[src/rtl/uart_tx_fifo.sv]
// UART transmitter with integrated baud divider and a small transmit FIFO.
// Frames (start, DATA_BITS data LSB first, optional parity, stop bits) are sent back-to-back.
module uart_tx_fifo #(
  parameter int CLK_HZ     = 12000000,
  parameter int BAUD       = 9600,
  parameter int DATA_BITS  = 8,
  parameter int PARITY     = 0,
  parameter int STOP_BITS  = 1,
  parameter int FIFO_DEPTH = 4
) (
  input  logic                          i_clk,
  input  logic                          i_rst_n,
  input  logic [DATA_BITS-1:0]          i_data,
  input  logic                          i_valid,
  output logic                          o_ready,
  output logic                          o_tx,
  output logic                          o_busy,
  output logic [$clog2(FIFO_DEPTH):0]   o_fifo_count
);

  localparam int DIV = (CLK_HZ + BAUD / 2) / BAUD;
  localparam int AW  = $clog2(FIFO_DEPTH);
  localparam int CW  = $clog2(DIV);
  localparam int BW  = $clog2(DATA_BITS);

  localparam logic [CW-1:0] CNT_LAST  = CW'(DIV - 1);
  localparam logic [BW-1:0] DATA_LAST = BW'(DATA_BITS - 1);
  localparam logic [BW-1:0] STOP_LAST = BW'(STOP_BITS - 1);

  typedef enum logic [2:0] {
    S_IDLE,
    S_START,
    S_DATA,
    S_PARITY,
    S_STOP
  } state_t;

  // FIFO storage; pointers carry an extra wrap bit
  logic [DATA_BITS-1:0] mem [FIFO_DEPTH];
  logic [AW:0]          wr_ptr, rd_ptr;
  logic                 full, empty, push, pop;
  logic [DATA_BITS-1:0] rd_data;

  assign full         = (wr_ptr[AW-1:0] == rd_ptr[AW-1:0]) && (wr_ptr[AW] != rd_ptr[AW]);
  assign empty        = (wr_ptr == rd_ptr);
  assign o_fifo_count = wr_ptr - rd_ptr;
  assign o_ready      = !full;
  assign push         = i_valid && !full;
  assign rd_data      = mem[rd_ptr[AW-1:0]];

  always_ff @(posedge i_clk) begin
    if (push) mem[wr_ptr[AW-1:0]] <= i_data;
  end

  always_ff @(posedge i_clk or negedge i_rst_n) begin
    if (!i_rst_n) begin
      wr_ptr <= '0;
      rd_ptr <= '0;
    end else begin
      if (push) wr_ptr <= wr_ptr + 1'b1;
      if (pop)  rd_ptr <= rd_ptr + 1'b1;
    end
  end

  state_t               state, state_n;
  logic [CW-1:0]        cnt, cnt_n;
  logic [BW-1:0]        bit_cnt, bit_cnt_n;
  logic [DATA_BITS-1:0] shift, shift_n;
  logic                 par, par_n;
  logic                 tx_n;
  logic                 par_load;

  assign par_load = (^rd_data) ^ (PARITY == 1);

  always_ff @(posedge i_clk or negedge i_rst_n) begin
    if (!i_rst_n) begin
      state   <= S_IDLE;
      cnt     <= '0;
      bit_cnt <= '0;
      shift   <= '0;
      par     <= 1'b0;
      o_tx    <= 1'b1;
    end else begin
      state   <= state_n;
      cnt     <= cnt_n;
      bit_cnt <= bit_cnt_n;
      shift   <= shift_n;
      par     <= par_n;
      o_tx    <= tx_n;
    end
  end

  always_comb begin
    state_n   = state;
    cnt_n     = cnt;
    bit_cnt_n = bit_cnt;
    shift_n   = shift;
    par_n     = par;
    pop       = 1'b0;
    case (state)
      S_IDLE: begin
        cnt_n = '0;
        if (!empty) begin
          pop     = 1'b1;
          shift_n = rd_data;
          par_n   = par_load;
          state_n = S_START;
        end
      end
      S_START: begin
        if (cnt == CNT_LAST) begin
          cnt_n     = '0;
          bit_cnt_n = '0;
          state_n   = S_DATA;
        end else begin
          cnt_n = cnt + 1'b1;
        end
      end
      S_DATA: begin
        if (cnt == CNT_LAST) begin
          cnt_n = '0;
          if (bit_cnt == DATA_LAST) begin
            bit_cnt_n = '0;
            state_n   = (PARITY != 0) ? S_PARITY : S_STOP;
          end else begin
            bit_cnt_n = bit_cnt + 1'b1;
            shift_n   = shift >> 1;
          end
        end else begin
          cnt_n = cnt + 1'b1;
        end
      end
      S_PARITY: begin
        if (cnt == CNT_LAST) begin
          cnt_n     = '0;
          bit_cnt_n = '0;
          state_n   = S_STOP;
        end else begin
          cnt_n = cnt + 1'b1;
        end
      end
      S_STOP: begin
        if (cnt == CNT_LAST) begin
          cnt_n = '0;
          if (bit_cnt == STOP_LAST) begin
            bit_cnt_n = '0;
            // Chain straight into the next start bit when a word is waiting
            if (!empty) begin
              pop     = 1'b1;
              shift_n = rd_data;
              par_n   = par_load;
              state_n = S_START;
            end else begin
              state_n = S_IDLE;
            end
          end else begin
            bit_cnt_n = bit_cnt + 1'b1;
          end
        end else begin
          cnt_n = cnt + 1'b1;
        end
      end
      default: state_n = S_IDLE;
    endcase

    // Line level is registered from the next state so it aligns with the state register
    case (state_n)
      S_START:  tx_n = 1'b0;
      S_DATA:   tx_n = shift_n[0];
      S_PARITY: tx_n = par_n;
      default:  tx_n = 1'b1;
    endcase
  end

  assign o_busy = (state != S_IDLE) || !empty;

endmodule

[config.mk]
export PLATFORM = sky130hd
export DESIGN_NAME = uart_tx_fifo
export DESIGN_NICKNAME = d
export VERILOG_FILES = /design/src/rtl/uart_tx_fifo.sv
export SDC_FILE = /design/constraint.sdc
export NUM_CORES = 1
export LEC_CHECK = 0
export BUFFER_PORTS_ARGS = -buffer_cell sky130_fd_sc_hd__buf_2
export CORE_MARGIN = 8
export CORE_UTILIZATION = 55
export DETAILED_ROUTE_END_ITERATION = 12
export PLACE_DENSITY = 0.73
export RECOVER_POWER = 25
export SYNTH_ARGS = -nofsm -noshare
export SYNTH_HDL_FRONTEND = slang
export SYNTH_SLANG_ARGS = --single-unit
[constraint.sdc]
create_clock -name i_clk -period 2.5 [get_ports i_clk]
set_input_delay 0.25 -clock i_clk [delete_from_list [all_inputs] [get_ports i_clk]]
set_output_delay 0.25 -clock i_clk [all_outputs]
set_load 0.005 [all_outputs]
# == Word-level counts from Yosys, hierarchy flattened ==
# Memories as Yosys holds them, arrays and structs flattened.
# Cells that the tools add are included.
# op_classes
add_sub_neg,5
multipliers,0
div_mod_pow,0
order_cmp,0
n_eq_ne,17
shifts,0
n_mux,34
bitwise_logic,0
reduce_logical,16
# ops
cell,n
8-bit two-way mux,5
3-bit two-way mux,12
8-bit one-hot mux with 3 select lines,1
11-bit one-hot mux with 2 select lines,1
3-bit one-hot mux with 5 select lines,1
"3-bit by 2-bit == test with 1-bit output, second input constant",4
"11-bit by 1-bit adder with 11-bit output, second input constant",1
"11-bit == test, second input constant",1
11-bit two-way mux,1
"3-bit by 1-bit adder with 3-bit output, second input constant",3
1-bit two-way mux,9
3-bit one-hot mux with 3 select lines,1
3-bit nonzero test,3
"2-bit inequality test, second input constant",4
8-bit parity,1
"3-bit by 1-bit == test with 1-bit output, second input constant",2
"3-bit == test, second input constant",2
3-bit logical NOT,2
5-bit AND reduction,1
1-bit one-hot mux with 2 select lines,2
4-bit AND reduction,1
4-bit OR reduction,1
3-bit == test,1
1-bit one-hot mux with 3 select lines,1
9 further kinds,11
# totals
ff_bits,33
latchBits,0
ram_bits,32
romBits,0
in_bits,11
output_inout_bits,6
wordCells,82
memories,1
# memory_table
name,words,width,rd,rd_clocked_by_memory_dff,write_ports,line_no,text
mem,4,8,1,0,1,39,logic [DATA_BITS-1:0] mem [FIFO_DEPTH];

# == Depth between registers and ports, before layout ==
# Gate-level depths: netlist of run 1.
# depth
depth_word,7
mapped_depth,9
depth_no_buf,7

# == Worst setup path before layout of run 1 ==
# OpenSTA, ideal clock, no wires.
# synth_timing
path_kind,register -> register
from,reg rd_ptr[1]
to,reg o_tx
setup_ns,0.085
arrival_ns,2.143
t_required_ns,2.415
slack_ns,0.272
path_stages_with_launch,9
n_path_buf,1
synth_period_minus_slack_ns,2.228
path_cell_list,dfrtp_1 -> clkbuf_1 -> inv_1 -> ha_1 -> nand2_1 -> o21ai_1 -> o32ai_2 -> or4b_1 -> o221ai_1
# synth_between
elab_chain_cells,7
elab_cells_between_ends,20
classes_between,4 x eq/ne; 14 x mux; 1 x reduce/logical; 1 x memory
# synth_rtl
item,line_no,text
start: declaration,40,"logic [AW:0] wr_ptr, rd_ptr;"
start signal: assignment,61,if (pop) rd_ptr <= rd_ptr + 1'b1;
3-bit == test *,45,assign empty = (wr_ptr == rd_ptr);
1-bit two-way mux,148,if (!empty) begin
3-bit two-way mux,145,if (bit_cnt == STOP_LAST) begin
3-bit two-way mux,143,if (cnt == CNT_LAST) begin
3-bit one-hot mux with 5 select lines *,100,case (state)
named net state_n[0],65,"state_t state, state_n;"
3-bit by 2-bit == test with 1-bit output or 3-bit by 1-bit == test with 1-bit output (tied branches),167,case (state_n)
1-bit one-hot mux with 3 select lines *,167,
named net tx_n,70,logic tx_n;
end signal: assignment,89,o_tx <= tx_n;
end: declaration,16,"output logic o_tx,"
# Mark *: on every way through the listed nets, which the timed path passes. The rest lies on a longest branch. The select of a mux whose other input is x is not followed.
# A chain may end at the register's enable or synchronous reset.

# == Worst setup path in the final report of run 1 ==
# layout_timing
from,reg bit_cnt[0]
to,reg shift[4]
# layout_between
elab_chain_cells,3
elab_cells_between_ends,5
classes_between,3 x eq/ne; 2 x reduce/logical
# layout_rtl
item,line_no,text
start: declaration,67,"logic [BW-1:0] bit_cnt, bit_cnt_n;"
start signal: assignment,86,bit_cnt <= bit_cnt_n;
3-bit == test or 3-bit logical NOT (tied branches),"122, 145",
2-bit inequality test (no source line),n/a,
5-bit AND reduction (no source line) *,n/a,
end signal: assignment,87,shift <= shift_n;
end: declaration,68,"logic [DATA_BITS-1:0] shift, shift_n;"
# Mark *: on every way between the ends. The rest lies on a longest branch, timed or not.

==> flow_summary.toml, run 1 <==
[synth]
ys_ff_latch = 65
ys_seq_area_frac = 0.551
synth_top_flop_cell = "edfxtp_1"
yosysTopAreaCell = "edfxtp_1"
syn_nets = 280
yosys-top-cells-area = "edfxtp_1 (30%), dfrtp_1 (25%), mux4_2 (5.5%)"
async_flop_share = 0.508
synth_edf_count = 32
syn_area_mm2 = 0.00325
yosysWarnings = 0
synthesis.instances = 256
syn_avg_cell_area_um2 = 12.7
synth_cell_types = 54
yosysTopAreaCellShare = 0.296

[cts]
htree_levels = 3
cts_resized = 0
post-cts-setup-buffers = 0
cts_tree = "built"
cts_buffers = 9
root_buffer = "clkbuf_8"
cts_max_path_buffers = 2
path_clk_slew_ns = 0.08
clock_latency_ns = 0.34
cts_sinks = 65
hold_buffers = 0

[sta]
finalCriticalPeriod_ns = 2.12
slew-limit-headroom = -0.209
setup_viol = 0
timing.fmax_mhz = 472
rsz0062_at_grt = "no"
hold_slack_ns = 0.176
fin_ws_ns = 0.381
setup_tns_ns = 0
clock_skew_ns = 0.00645
worstMarginPinSlew_ns = 1.81
slew_violations = 34
finalCritPeriodShare = 0.848
final_hold_viol_count = 0

[pwr]
ir_drop_mv = 0.559
p_leak_nw = 1.44
p_per_area_mw_per_mm2 = 728
total_power_mw = 2.63

[floorplan]
die-area_mm2 = 0.00862
rows = 28
start_util = 0.558
die_w_um = 92.8
coreArea_mm2 = 0.00582
pin_count = 17
die_h_um = 92.8

[setup_path]
cp.required_ns = 2.72
worst_setup_path_end_kind = "register"
cp_data_arrival_time_ns = 2.34
critPathMaxFanout = 7
critPathKind = "reg -> reg"
startpoint_type = "register"

[place]
dpl.hpwl_mm = 4.35
port_buffers = 16
routabilityCongestion = 0.871
post-place-ws_ns = 0.417

[global_routing]
antenna_found_initial = 0
grt_max_degree = 34
globalRouteOverflowTotal = 0
grt_pass1_vias = 2106
grt_pass1_wl_mm = 10.3
grt_usage = 0.152

[finish]
drive_gt1_frac = 0.165
area_growth_pct = 11.2
nets = 304
n_antenna_cell = 0

[detailed_routing]
vias = 2104
drt_iter0_drc = 103
drcViolationCount = 0
firstDrtPassIters = 4
wire_per_inst_um = 16.7
postRouteAntennaNets = 0
via_per_inst = 5.84
wl_mm = 6.01

[run_status]
violations = "capacitance limit, slew limit"
status = "finished with violations"

[hold_path]
hp-class = "in -> reg"

[flow_run]
cap_violations = 1
[Yosys cell counts, drive strengths merged (2+ instances only)]
cell type / number
edfxtp: 32
xnor2: 11
and4bb: 2
ha: 12
buf: 4
o41ai: 3
dfrtp: 32
nand4: 5
a22o: 7
nand2b: 2
and2: 2
o21ai: 12
nand2: 20
inv: 10
and3: 4
a21o: 7
clkbuf: 5
nor2b: 3
mux4: 8
nor3: 4
or2: 2
xor2: 9
nor4: 2
a21oi: 5
nor2: 18
o31ai: 2
o32ai: 2
nand4bb: 2
and4: 2
nand3: 9
[kinds of logic (layout without fill, tap and decap cells)]
family / Yosys count / count (layout) / synth area share
muxes: 8 / 8 / 0.0555
AOI/OAI and AO/OA: 49 / 49 / 0.115
adders and majority gates: 13 / 13 / 0.0524
xor gates and xnor gates: 20 / 20 / 0.0540
buffers and inverters: 19 / 48 / 0.0231
and+or+nand+nor: 82 / 82 / 0.150
DFF: 65 / 65 / 0.551
[area by class of cell]
type                            instances  area, um^2
Inverter                               10        37.5
Timing Repair Buffer                   22         114
Sequential cell                        65        1790
Multi-Input combinational cell        172        1380
Clock buffer                            9         124
Fill cell                             484        2200
Clock inverter                          7        70.1
Tap cell                               75        93.8
[worst max-delay path, stage by stage, from the launching register on]
cell	delay [ns]
dfrtp_1	0.44
inv_1	0.08
ha_1	0.15
nor2b_1	0.41
a41oi_4	0.18
nor2_1	0.23
o32ai_1	0.27
a21o_1	0.25
[worst paths after layout]
check                      slack (ns)        end        from  depth (start not counted)
min in group asynchronous        0.40     cnt[1]     i_rst_n                          1
max in group asynchronous        1.06   shift[1]     i_rst_n                          1
hold / removal                   0.18  mem[3][4]   i_data[4]                          1
setup / recovery                 0.38   shift[4]  bit_cnt[0]                          7
setup reg to reg                 0.38   shift[4]  bit_cnt[0]                          7
hold reg to reg                  0.49        par         par                          2
[layout by cell type, fill, tap and decap left out, types with 4 or more instances in the layout]
| cell | n |
|---|---|
| buf_2 | 7 |
| inv_1 | 10 |
| nand4_1 | 5 |
| xnor2_1 | 11 |
| buf_4 | 6 |
| a21oi_1 | 5 |
| and3_1 | 4 |
| xor2_1 | 9 |
| a22o_1 | 7 |
| mux4_2 | 8 |
| edfxtp_1 | 32 |
| ha_1 | 12 |
| clkbuf_8 | 9 |
| o21ai_1 | 5 |
| clkbuf_1 | 9 |
| a21o_1 | 7 |
| dfrtp_1 | 32 |
| o21ai_0 | 7 |
| nand2_1 | 20 |
| nand3_1 | 9 |
| nor2_1 | 18 |
[state kept, by name, indices dropped and copies added, names as in the netlist]
signal,cells
cnt,11
par,1
shift,8
o_tx,1
wr_ptr,3
state,3
rd_ptr,3
bit_cnt,3
mem,32
[metal layers]
metal,GRT usage,wire (um)
met1,0.183,2620
met2,0.253,3070
met3,0.0477,281
met4,0.0510,28
met5,0,0
[per-stage QoR]
step / utilization / instance area, um^2 / cells
6_report: 0.621 / 3610 / 360
5_1_grt: 0.621 / 3610 / 360
4_1_cts: 0.623 / 3620 / 360
3_5_place_dp: 0.590 / 3430 / 344
3_3_place_gp: 0.590 / 3430 / 344
2_1_floorplan: - / 3250 / 256
[power by group]
group	leakage [nW]	total [mW]	internal, mW	switching [mW]
Sequential	0.703	1.30	1.26	0.0418
Combinational	0.641	0.451	0.192	0.258
Clock	0.0994	0.873	0.460	0.413
No activity file was read; power rests on OpenSTA's default activity.
==> run 2, diff against run 1 <==
--- a/config.mk
+++ b/config.mk
@@ -9,7 +9,7 @@
 export CORE_MARGIN = 8
 export CORE_UTILIZATION = 55
 export DETAILED_ROUTE_END_ITERATION = 12
-export PLACE_DENSITY = 0.73
+export PLACE_DENSITY = 0.76
 export RECOVER_POWER = 25
 export SYNTH_ARGS = -nofsm -noshare
 export SYNTH_HDL_FRONTEND = slang
==> constraint.sdc (replaced) <==
create_clock -name i_clk -period 1.82 [get_ports i_clk]
set_input_delay 0.182 -clock i_clk [delete_from_list [all_inputs] [get_ports i_clk]]
set_output_delay 0.182 -clock i_clk [all_outputs]
set_load 0.005 [all_outputs]
==> run 2 against run 1 <==
Net effect: the flow finishes with violations (setup timing); wire length up 15%; sequential power up 38%; global-route usage is 1.9 points higher; worst hold slack worse by 0.080 ns; power up 56%; sequential cell count unchanged; fmax rose by 9.7%; setup slack worse by 0.49 ns; first-iteration DRC count increased by 12%; register-to-register slack worse by 0.49 ns; highest routed layer unchanged.
==> flow_summary.toml, run 2 (synthesized netlist as in run 1, its figures left out) <==
[run_status]
status = "finished with violations"
violations = "setup timing"

[finish]
multi_input_area_mm2 = 0.00156
final_cells = 407
final_common_cell = "buf_4"
n_antenna_cell = 0
nets = 351
area_growth_pct = 30.8
drive_gt1_frac = 0.370
layout_common_cells = "buf_4 (43), edfxtp_1 (32), dfrtp_1 (30), nand2_1 (19), nor2_1 (15)"
num-fill-cells = 389
final_area_mm2 = 0.00425
largest_reg_flops = 32
regArea_mm2 = 0.00179

[sta]
finalCritPeriodShare = 1.06
fin_ws_ns = -0.112
rsz0062_at_grt = "yes"
slew_violations = 0
timing.fmax_mhz = 518
worstMarginPinSlew_ns = 0.764
slew-limit-headroom = 0.491
setup_viol = 9
clock_skew_ns = 0.0126
hold_slack_ns = 0.0965
finalCriticalPeriod_ns = 1.93
final_hold_viol_count = 0

[floorplan]
die_w_um = 92.8
coreArea_mm2 = 0.00582
pin_count = 17
rows = 28
start_util = 0.558
die_h_um = 92.8
die-area_mm2 = 0.00862

[detailed_routing]
wire_per_inst_um = 17.0
vias = 2303
firstDrtPassIters = 4
drcViolationCount = 0
drt_iter0_drc = 115
postRouteAntennaNets = 0
via_per_inst = 5.66
wl_mm = 6.90

[cts]
htree_levels = 3
cts_sinks = 65
cts_tree = "built"
clock_latency_ns = 0.34
root_buffer = "clkbuf_8"
cts_max_path_buffers = 2
path_clk_slew_ns = 0.08
cts_buffers = 9

[place]
placed_area_mm2 = 0.00381
numPlacedInstances = 382
post-place-ws_ns = -0.130
port_buffers = 16
routabilityCongestion = 0.881
dpl.hpwl_mm = 4.63

[hold_path]
hp-class = "in -> reg"
hp-start = "i_data[2]"

[setup_path]
critPathMaxStageDelay_ns = 0.41
crit_path_start = "cnt[1]"
cp_cell_sequence = "inv_1 > ha_2 > nand2b_1 > o41ai_2 > o211ai_1 > a211oi_2 > nor2_1"
cp.required_ns = 2.03
rrSetupSlack_ns = -0.11
critical_path.top_delay_family = "compound AO/OA/AOI/OAI gates"
cp_data_arrival_time_ns = 2.14
worst_setup_path_end_kind = "register"
startpoint_type = "register"
critPathMaxFanout = 3
cp_slowest_cell = "o41ai_2"
critPathKind = "reg -> reg"
critical_path_buf_inv_count = 1
reg2reg_from = "cnt[1]"

[flow_run]
cap_violations = 0

[pwr]
ir_drop_mv = 0.864
total_power_mw = 4.11
p_leak_nw = 1.74
p_per_area_mw_per_mm2 = 968

[global_routing]
grt_pass1_vias = 2420
antenna_found_initial = 0
grt_pass1_wl_mm = 11.5
globalRouteOverflowTotal = 0
grt_usage = 0.172
grt_max_degree = 34
run 2: power by group:
group | leakage [nW] | internal, mW | switching (mW) | total (mW)
Clock | 0.103 | 0.658 | 0.614 | 1.27
Sequential | 0.701 | 1.73 | 0.0566 | 1.79
Combinational | 0.937 | 0.545 | 0.506 | 1.05
Total | 1.74 | 2.94 | 1.18 | 4.11
run 2: metal layers:
layer	vias up	routed length (um)	track usage
met5	-	0	0
met4	0	123	0.0886
met3	13	249	0.0364
met2	53	3590	0.291
met1	1128	2940	0.201
li1	1109	-	-
run 2: repair_timing:
item,4_1_cts,5_1_grt
pin swaps,9,12
hold buffers,1,0
hold endpoints to repair,32,0
setup buffers,5,4
resized for setup,23,13
setup endpoints to repair,23,24
run 2: layout make-up:
class / instances / area share
flip-flops and latches: 65 / 0.422
multi-input cells: 172 / 0.368
repair buffers: 69 / 0.129
clock buffers: 9 / 0.0292
well taps: 75 / 0.0221
clock inverters: 7 / 0.0197
inverters: 10 / 0.0100
run 2: final timing paths:
| check | end | cells after the start |
|---|---|---|
| min in group asynchronous | cnt[0] | 2 |
| max reg2reg | shift[0] | 7 |
| min reg2reg | shift[1] | 1 |
| max in group asynchronous | rd_ptr[0] | 2 |
| max | shift[0] | 7 |
| min | mem[0][2] | 1 |
run 2: through the flow:
stage,utilization,setup TNS [ns]
floorplan,-,-0.0531
global placement,0.655,-0.652
detailed placement,0.655,-1.13
CTS,0.715,-0.204
global route,0.730,-1.27
finish,0.730,-0.297
